===== src/rtl/pid_pkg.sv =====
// Shared widths, control state encoding and saturation helpers for the steering PID.
package pid_pkg;

    localparam int ERR_W  = 10;
    localparam int INT_W  = 16;
    localparam int DIFF_W = 7;
    localparam int SPD_W  = 12;

    localparam logic [0:0] S_IDLE = 1'b0;
    localparam logic [0:0] S_RUN  = 1'b1;

    typedef enum logic [0:0] {
        IDLE = S_IDLE,
        RUN  = S_RUN
    } pid_state_t;

    // Clamp a signed value into the range of a w-bit two's complement number.
    function automatic logic signed [31:0] sat_s(input logic signed [31:0] v, input int w);
        logic signed [31:0] hi;
        logic signed [31:0] lo;
        hi = (32'sd1 <<< (w - 1)) - 32'sd1;
        lo = -(32'sd1 <<< (w - 1));
        if (v > hi) begin
            return hi;
        end
        if (v < lo) begin
            return lo;
        end
        return v;
    endfunction

    function automatic logic [SPD_W-1:0] sat_u12(input logic signed [31:0] v);
        if (v < 32'sd0) begin
            return '0;
        end
        if (v > 32'sd4095) begin
            return 12'hFFF;
        end
        return v[SPD_W-1:0];
    endfunction

endpackage


===== src/rtl/pid_dterm.sv =====
// Error history shift register and saturated derivative difference against the oldest entry.
module pid_dterm
    import pid_pkg::*;
#(
    parameter int D_DEPTH = 2
) (
    input  logic                     clk,
    input  logic                     rst_n,
    input  logic                     clear,
    input  logic                     enable,
    input  logic signed [ERR_W-1:0]  sample,
    output logic signed [DIFF_W-1:0] d_diff
);

    logic signed [ERR_W-1:0] hist_reg  [D_DEPTH];
    logic signed [ERR_W-1:0] hist_next [D_DEPTH];
    logic signed [31:0]      diff_full;

    genvar gi;
    generate
        for (gi = 0; gi < D_DEPTH; gi++) begin : g_hist
            if (gi == 0) begin : g_head
                assign hist_next[gi] = sample;
            end else begin : g_tail
                assign hist_next[gi] = hist_reg[gi-1];
            end
        end
    endgenerate

    assign diff_full = 32'(sample) - 32'(hist_reg[D_DEPTH-1]);

    always_ff @(posedge clk or negedge rst_n) begin
        if (!rst_n) begin
            hist_reg <= '{default: '0};
            d_diff   <= '0;
        end else if (clear) begin
            hist_reg <= '{default: '0};
            d_diff   <= '0;
        end else if (enable) begin
            hist_reg <= hist_next;
            d_diff   <= DIFF_W'(sat_s(diff_full, DIFF_W));
        end
    end

endmodule


===== src/rtl/pid_ctrl.sv =====
// Two-stage steering PID: saturate/integrate/differentiate, then combine and map to wheel speeds.
module pid_ctrl
    import pid_pkg::*;
#(
    parameter logic signed [5:0] P_COEF   = 6'sd4,
    parameter logic signed [5:0] D_COEF   = 6'sd6,
    parameter int                I_SHIFT  = 4,
    parameter int                D_DEPTH  = 2,
    parameter logic [11:0]       BASE_SPD = 12'h400
) (
    input  logic              clk,
    input  logic              rst_n,
    input  logic              go,
    input  logic              err_vld,
    input  logic signed [15:0] error,
    output logic [SPD_W-1:0]  lft_spd,
    output logic [SPD_W-1:0]  rght_spd,
    output logic              pid_vld
);

    pid_state_t               state_reg;
    logic                     clear;
    logic                     accept;
    logic signed [ERR_W-1:0]  sat_err;
    logic signed [ERR_W-1:0]  err_s1_reg;
    logic signed [INT_W-1:0]  integ_reg;
    logic signed [INT_W-1:0]  integ_next;
    logic signed [DIFF_W-1:0] d_diff;
    logic                     s1_vld_reg;
    logic signed [31:0]       p_term;
    logic signed [31:0]       i_term;
    logic signed [31:0]       d_term;
    logic signed [31:0]       base_s;
    logic signed [INT_W-1:0]  pid;

    // Leaving RUN wipes every piece of state, flushing any sample still in flight.
    assign clear  = (state_reg == RUN) && !go;
    assign accept = err_vld && go;

    assign sat_err    = ERR_W'(sat_s(32'(error), ERR_W));
    assign integ_next = INT_W'(sat_s(32'(integ_reg) + 32'(sat_err), INT_W));

    always_ff @(posedge clk or negedge rst_n) begin
        if (!rst_n) begin
            state_reg <= IDLE;
        end else begin
            state_reg <= go ? RUN : IDLE;
        end
    end

    always_ff @(posedge clk or negedge rst_n) begin
        if (!rst_n) begin
            s1_vld_reg <= 1'b0;
            err_s1_reg <= '0;
            integ_reg  <= '0;
        end else if (clear) begin
            s1_vld_reg <= 1'b0;
            err_s1_reg <= '0;
            integ_reg  <= '0;
        end else begin
            s1_vld_reg <= accept;
            if (accept) begin
                err_s1_reg <= sat_err;
                integ_reg  <= integ_next;
            end
        end
    end

    pid_dterm #(
        .D_DEPTH(D_DEPTH)
    ) u_dterm (
        .clk   (clk),
        .rst_n (rst_n),
        .clear (clear),
        .enable(accept),
        .sample(sat_err),
        .d_diff(d_diff)
    );

    // integ_reg already holds the post-update value while the sample sits in stage 1.
    assign p_term = 32'(err_s1_reg) * 32'(P_COEF);
    assign i_term = 32'(integ_reg >>> I_SHIFT);
    assign d_term = 32'(d_diff) * 32'(D_COEF);
    assign pid    = INT_W'(p_term + i_term + d_term);
    assign base_s = $signed(32'(BASE_SPD));

    always_ff @(posedge clk or negedge rst_n) begin
        if (!rst_n) begin
            pid_vld  <= 1'b0;
            lft_spd  <= '0;
            rght_spd <= '0;
        end else if (clear) begin
            pid_vld  <= 1'b0;
            lft_spd  <= '0;
            rght_spd <= '0;
        end else begin
            pid_vld <= s1_vld_reg;
            if (s1_vld_reg) begin
                lft_spd  <= sat_u12(base_s + 32'(pid));
                rght_spd <= sat_u12(base_s - 32'(pid));
            end
        end
    end

endmodule


===== config.mk =====
export PLATFORM = sky130hd
export DESIGN_NAME = pid_ctrl
export DESIGN_NICKNAME = d
export VERILOG_FILES = /design/src/rtl/pid_pkg.sv /design/src/rtl/pid_dterm.sv /design/src/rtl/pid_ctrl.sv
export SDC_FILE = /design/constraint.sdc
export NUM_CORES = 1
export LEC_CHECK = 0
export BUFFER_PORTS_ARGS = -buffer_cell sky130_fd_sc_hd__buf_4
export CELL_PAD_IN_SITES_DETAIL_PLACEMENT = 1
export CELL_PAD_IN_SITES_GLOBAL_PLACEMENT = 1
export CORE_MARGIN = 8
export CORE_UTILIZATION = 52
export DETAILED_ROUTE_END_ITERATION = 8
export PLACE_DENSITY = 0.83
export REMOVE_ABC_BUFFERS = 1
export SLEW_MARGIN = 25
export SYNTH_ARGS = -nofsm -noshare
export SYNTH_HDL_FRONTEND = slang
export SYNTH_SLANG_ARGS = --single-unit

===== constraint.sdc =====
create_clock -name clk -period 14.35 [get_ports clk]
set_input_delay 2.1525 -clock clk [delete_from_list [all_inputs] [get_ports clk]]
set_output_delay 2.1525 -clock clk [all_outputs]
set_load 0.03 [all_outputs]

==> flow_metrics.env <==
export IMPL_vias=4933
export IMPL_io_buffer_count=44
export IMPL_grt_remaining_overflow=0
export IMPL_commonest_cells_after_routing_fill_and_taps_aside="70 x sky130_fd_sc_hd__dfrtp_1, 56 x sky130_fd_sc_hd__ha_1, 47 x sky130_fd_sc_hd__inv_1"
export IMPL_min_delay_path_class="register to register"
export IMPL_largest_register_ff_count=16
export IMPL_antenna_left=0
export IMPL_synthesis_area_sq_um=5710
export IMPL_globalRouteMet2Util_pct=42.0
export IMPL_die_area_sq_um=14600
export IMPL_slew_limit_headroom_pct=39.0
export IMPL_post_route_cells_drive_above_1_share_pct=14.0
export IMPL_fin_crit_sh_pct=46.7
export IMPL_sequential_element_share_of_the_synthesized_area_pct=30.7
export IMPL_area_growth_syn_to_layout_pct=12.4
export IMPL_die_height_microns=121
export IMPL_firstDrtPassIters=4
export IMPL_antenna_violations_before_repair=0
export IMPL_tritoncts="yes"
export IMPL_core_area_sq_um=10800
export IMPL_worst_pin_slew_ns=0.912
export IMPL_routed_wl_microns=16900
export IMPL_crit_arrival_ns=7.00
export IMPL_grt_use_met3_pct=3.50
export IMPL_row_count=38
export IMPL_synth_enable_flop_cells=0
export IMPL_period_needed_ns=6.70
export IMPL_ys_warnings_count=0
export IMPL_global_route_peak_usage_layer="met2"
export IMPL_n_antenna_cell=0
export IMPL_status="complete, no violations"
export IMPL_synthesis_instances=599
export IMPL_timing_final_setup_violations=0
export IMPL_critPathMaxFanout=12
export IMPL_timing_clock_skew_ns=0.0144
export IMPL_multi_input_combinational_cell_area_sq_um=3700
export IMPL_final_max_slew_viol_count=0
export IMPL_ys_async_sr_fraction_pct=100
export IMPL_area_taken_by_flip_flops_and_latches_sq_um=1750
export IMPL_stdcell_area_sq_um=6420
export IMPL_detail_route_drc_violations=0
export IMPL_global_route_usage_met1_pct=30.0
export IMPL_timing_setup_critical_path_class="register to register"
export IMPL_grt_setup_unrepaired="no"
export IMPL_end_kind="register"
export IMPL_cts_htree_levels=3
export IMPL_critical_path_startpoint_type="register"
export IMPL_clockRootBuffer="sky130_fd_sc_hd__clkbuf_8"
export IMPL_fillerInstances=1199
export IMPL_io_pins=45
export IMPL_worst_skew_pair_late_latency_ns=0.37
export IMPL_pin_count_of_the_biggest_net_entering_global_routing=71
export IMPL_drtIter0Drc=274
export IMPL_post_drt_via_cell_ratio=6.31
export IMPL_place_area_sq_um=6140
export IMPL_avgRoutedWirePerCell_microns=21.6
export IMPL_finalNetCount=727
export IMPL_dieWidth_microns=121
export IMPL_synthFlopType="sky130_fd_sc_hd__dfrtp_1"
export IMPL_synth_seq_cells=70
export IMPL_worst_ep_required_time_ns=14.65
export IMPL_cts_num_sinks=70
export IMPL_post_synth_num_cell_types=71
export IMPL_gp_congestion=0.909
export IMPL_drv_cap=0
export IMPL_clockBufferDepth=2
export IMPL_fmax_ghz=0.149
export IMPL_cts_clk_slew_worst_paths_ns=0.09
export IMPL_syn_area_per_cell_sq_um=9.53
export IMPL_grt_first_pass_wirelength_microns=28400
export IMPL_initial_standard_cell_utilization_of_the_core_pct=52.9
export IMPL_groute_usage_overall_pct=24.2
export IMPL_cts_resized=0
export IMPL_cts_hold_repair_buffers=0
export IMPL_setup_total_negative_slack_ns=0
export IMPL_cts_made_buffers=9
export IMPL_grt_pass1_vias=5484
export IMPL_layout_commonest_cell="sky130_fd_sc_hd__dfrtp_1"
export IMPL_timing_hold_violations_final=0
export IMPL_cts_setup_buffers=0
export IMPL_dpl_hpwl_microns=13000
layer usage:
metal / routed length, microns / up-vias
met2: 8500 / 104
li1: - / 2309
met3: 698 / 28
met5: 0 / -
met4: 362 / 0
met1: 7300 / 2492
final cells by class:
class,instances,share of cell area (%)
Multi-Input combinational cell,462,57.6
Inverter,48,2.81
Tap cell,140,2.73
Timing Repair Buffer,46,5.38
Clock inverter,7,2.28
Clock buffer,9,1.93
Sequential cell,70,27.3
worst paths after layout:
path	from	endpoint	slack, ns	cells past startpoint
max	u_dterm.d_diff[2]	lft_spd[5]	7.65	25
min	u_dterm.hist_reg[9]	u_dterm.hist_reg[9]	0.52	1
max reg2reg	u_dterm.d_diff[2]	lft_spd[5]	7.65	25
min reg2reg	u_dterm.hist_reg[9]	u_dterm.hist_reg[9]	0.52	1
max in group asynchronous	rst_n	s1_vld_reg	11.87	1
min in group asynchronous	rst_n	u_dterm.hist_reg[3]	1.89	1
cell usage after synthesis (3+ instances only):
master,count,area share [%]
sky130_fd_sc_hd__o31a_1,3,0.46
sky130_fd_sc_hd__buf_2,5,0.44
sky130_fd_sc_hd__o21a_1,16,2.1
sky130_fd_sc_hd__a21oi_1,20,1.8
sky130_fd_sc_hd__a21o_1,9,1.2
sky130_fd_sc_hd__a211oi_1,5,0.66
sky130_fd_sc_hd__o21bai_1,10,1.3
sky130_fd_sc_hd__clkbuf_1,12,0.79
sky130_fd_sc_hd__fa_1,14,4.9
sky130_fd_sc_hd__a22o_1,16,2.5
sky130_fd_sc_hd__a211oi_2,3,0.66
sky130_fd_sc_hd__and3_1,9,0.99
sky130_fd_sc_hd__o21ai_1,19,1.7
sky130_fd_sc_hd__nand2_1,29,1.9
sky130_fd_sc_hd__a2bb2oi_1,5,0.77
sky130_fd_sc_hd__xnor2_1,27,4.1
sky130_fd_sc_hd__inv_1,47,3.1
sky130_fd_sc_hd__a31oi_1,7,0.77
sky130_fd_sc_hd__o31ai_1,3,0.39
sky130_fd_sc_hd__nand2b_1,8,0.88
sky130_fd_sc_hd__nor3_1,14,1.2
sky130_fd_sc_hd__nand3_1,6,0.53
sky130_fd_sc_hd__a311oi_1,3,0.46
sky130_fd_sc_hd__o21ai_0,17,1.5
sky130_fd_sc_hd__nor2b_1,9,0.99
sky130_fd_sc_hd__nor4_1,3,0.33
sky130_fd_sc_hd__a22oi_1,12,1.6
sky130_fd_sc_hd__dfrtp_1,70,31
sky130_fd_sc_hd__or2_2,6,0.66
sky130_fd_sc_hd__nor2_1,38,2.5
sky130_fd_sc_hd__or3_1,6,0.66
sky130_fd_sc_hd__a221o_1,22,3.9
sky130_fd_sc_hd__xor2_1,7,1.1
sky130_fd_sc_hd__ha_1,56,12
sky130_fd_sc_hd__nand4_1,6,0.66
sky130_fd_sc_hd__o211ai_1,8,1.1
sky130_fd_sc_hd__or3b_1,4,0.61
sky130_fd_sc_hd__nor4b_1,3,0.46
metrics by stage:
step | hold WS [ns] | utilization (%) | setup slack, ns | std cells
after floorplan | 0.450 | - | 8.67 | 580
after global placement | 0.486 | 56.9 | 8.03 | 766
after detailed placement | 0.490 | 56.9 | 7.81 | 766
after CTS | 0.521 | 59.4 | 7.60 | 782
after global routing | 0.537 | 59.5 | 7.21 | 782
final | 0.520 | 59.5 | 7.65 | 782
worst max-delay path: stages, from the launching register on:
cell and delay, ns:
sky130_fd_sc_hd__dfrtp_1 0.43, sky130_fd_sc_hd__ha_1 0.31, sky130_fd_sc_hd__ha_1 0.19, sky130_fd_sc_hd__inv_1 0.06, sky130_fd_sc_hd__fa_1 0.40, sky130_fd_sc_hd__inv_1 0.07
sky130_fd_sc_hd__a21oi_1 0.07, sky130_fd_sc_hd__o21bai_1 0.20, sky130_fd_sc_hd__xor2_1 0.20, sky130_fd_sc_hd__fa_1 0.44, sky130_fd_sc_hd__ha_1 0.41, sky130_fd_sc_hd__o21a_1 0.15
sky130_fd_sc_hd__o21a_1 0.20, sky130_fd_sc_hd__a2111oi_2 0.48, sky130_fd_sc_hd__or3b_1 0.25, sky130_fd_sc_hd__and2_1 0.31, sky130_fd_sc_hd__inv_1 0.10, sky130_fd_sc_hd__ha_1 0.32
sky130_fd_sc_hd__and4b_1 0.25, sky130_fd_sc_hd__nand4_1 0.10, sky130_fd_sc_hd__nor3_1 0.20, sky130_fd_sc_hd__nand4_1 0.17, sky130_fd_sc_hd__or3_1 0.37, sky130_fd_sc_hd__a41o_1 0.27
sky130_fd_sc_hd__nor3_4 0.45, sky130_fd_sc_hd__a221o_1 0.21
cell families after synthesis:
group	after synthesis	synth area share [%]
buf+inv	67	4.71
flops	70	30.7
xor+xnor	36	5.98
mux	1	0.175
compound gates	202	27.0
fa+ha+maj	70	17.2
simple gates	153	14.3
Power is left out: the tool's default activity adds up to more than one toggle a clock period on the data nets, which glitch-free logic cannot reach.
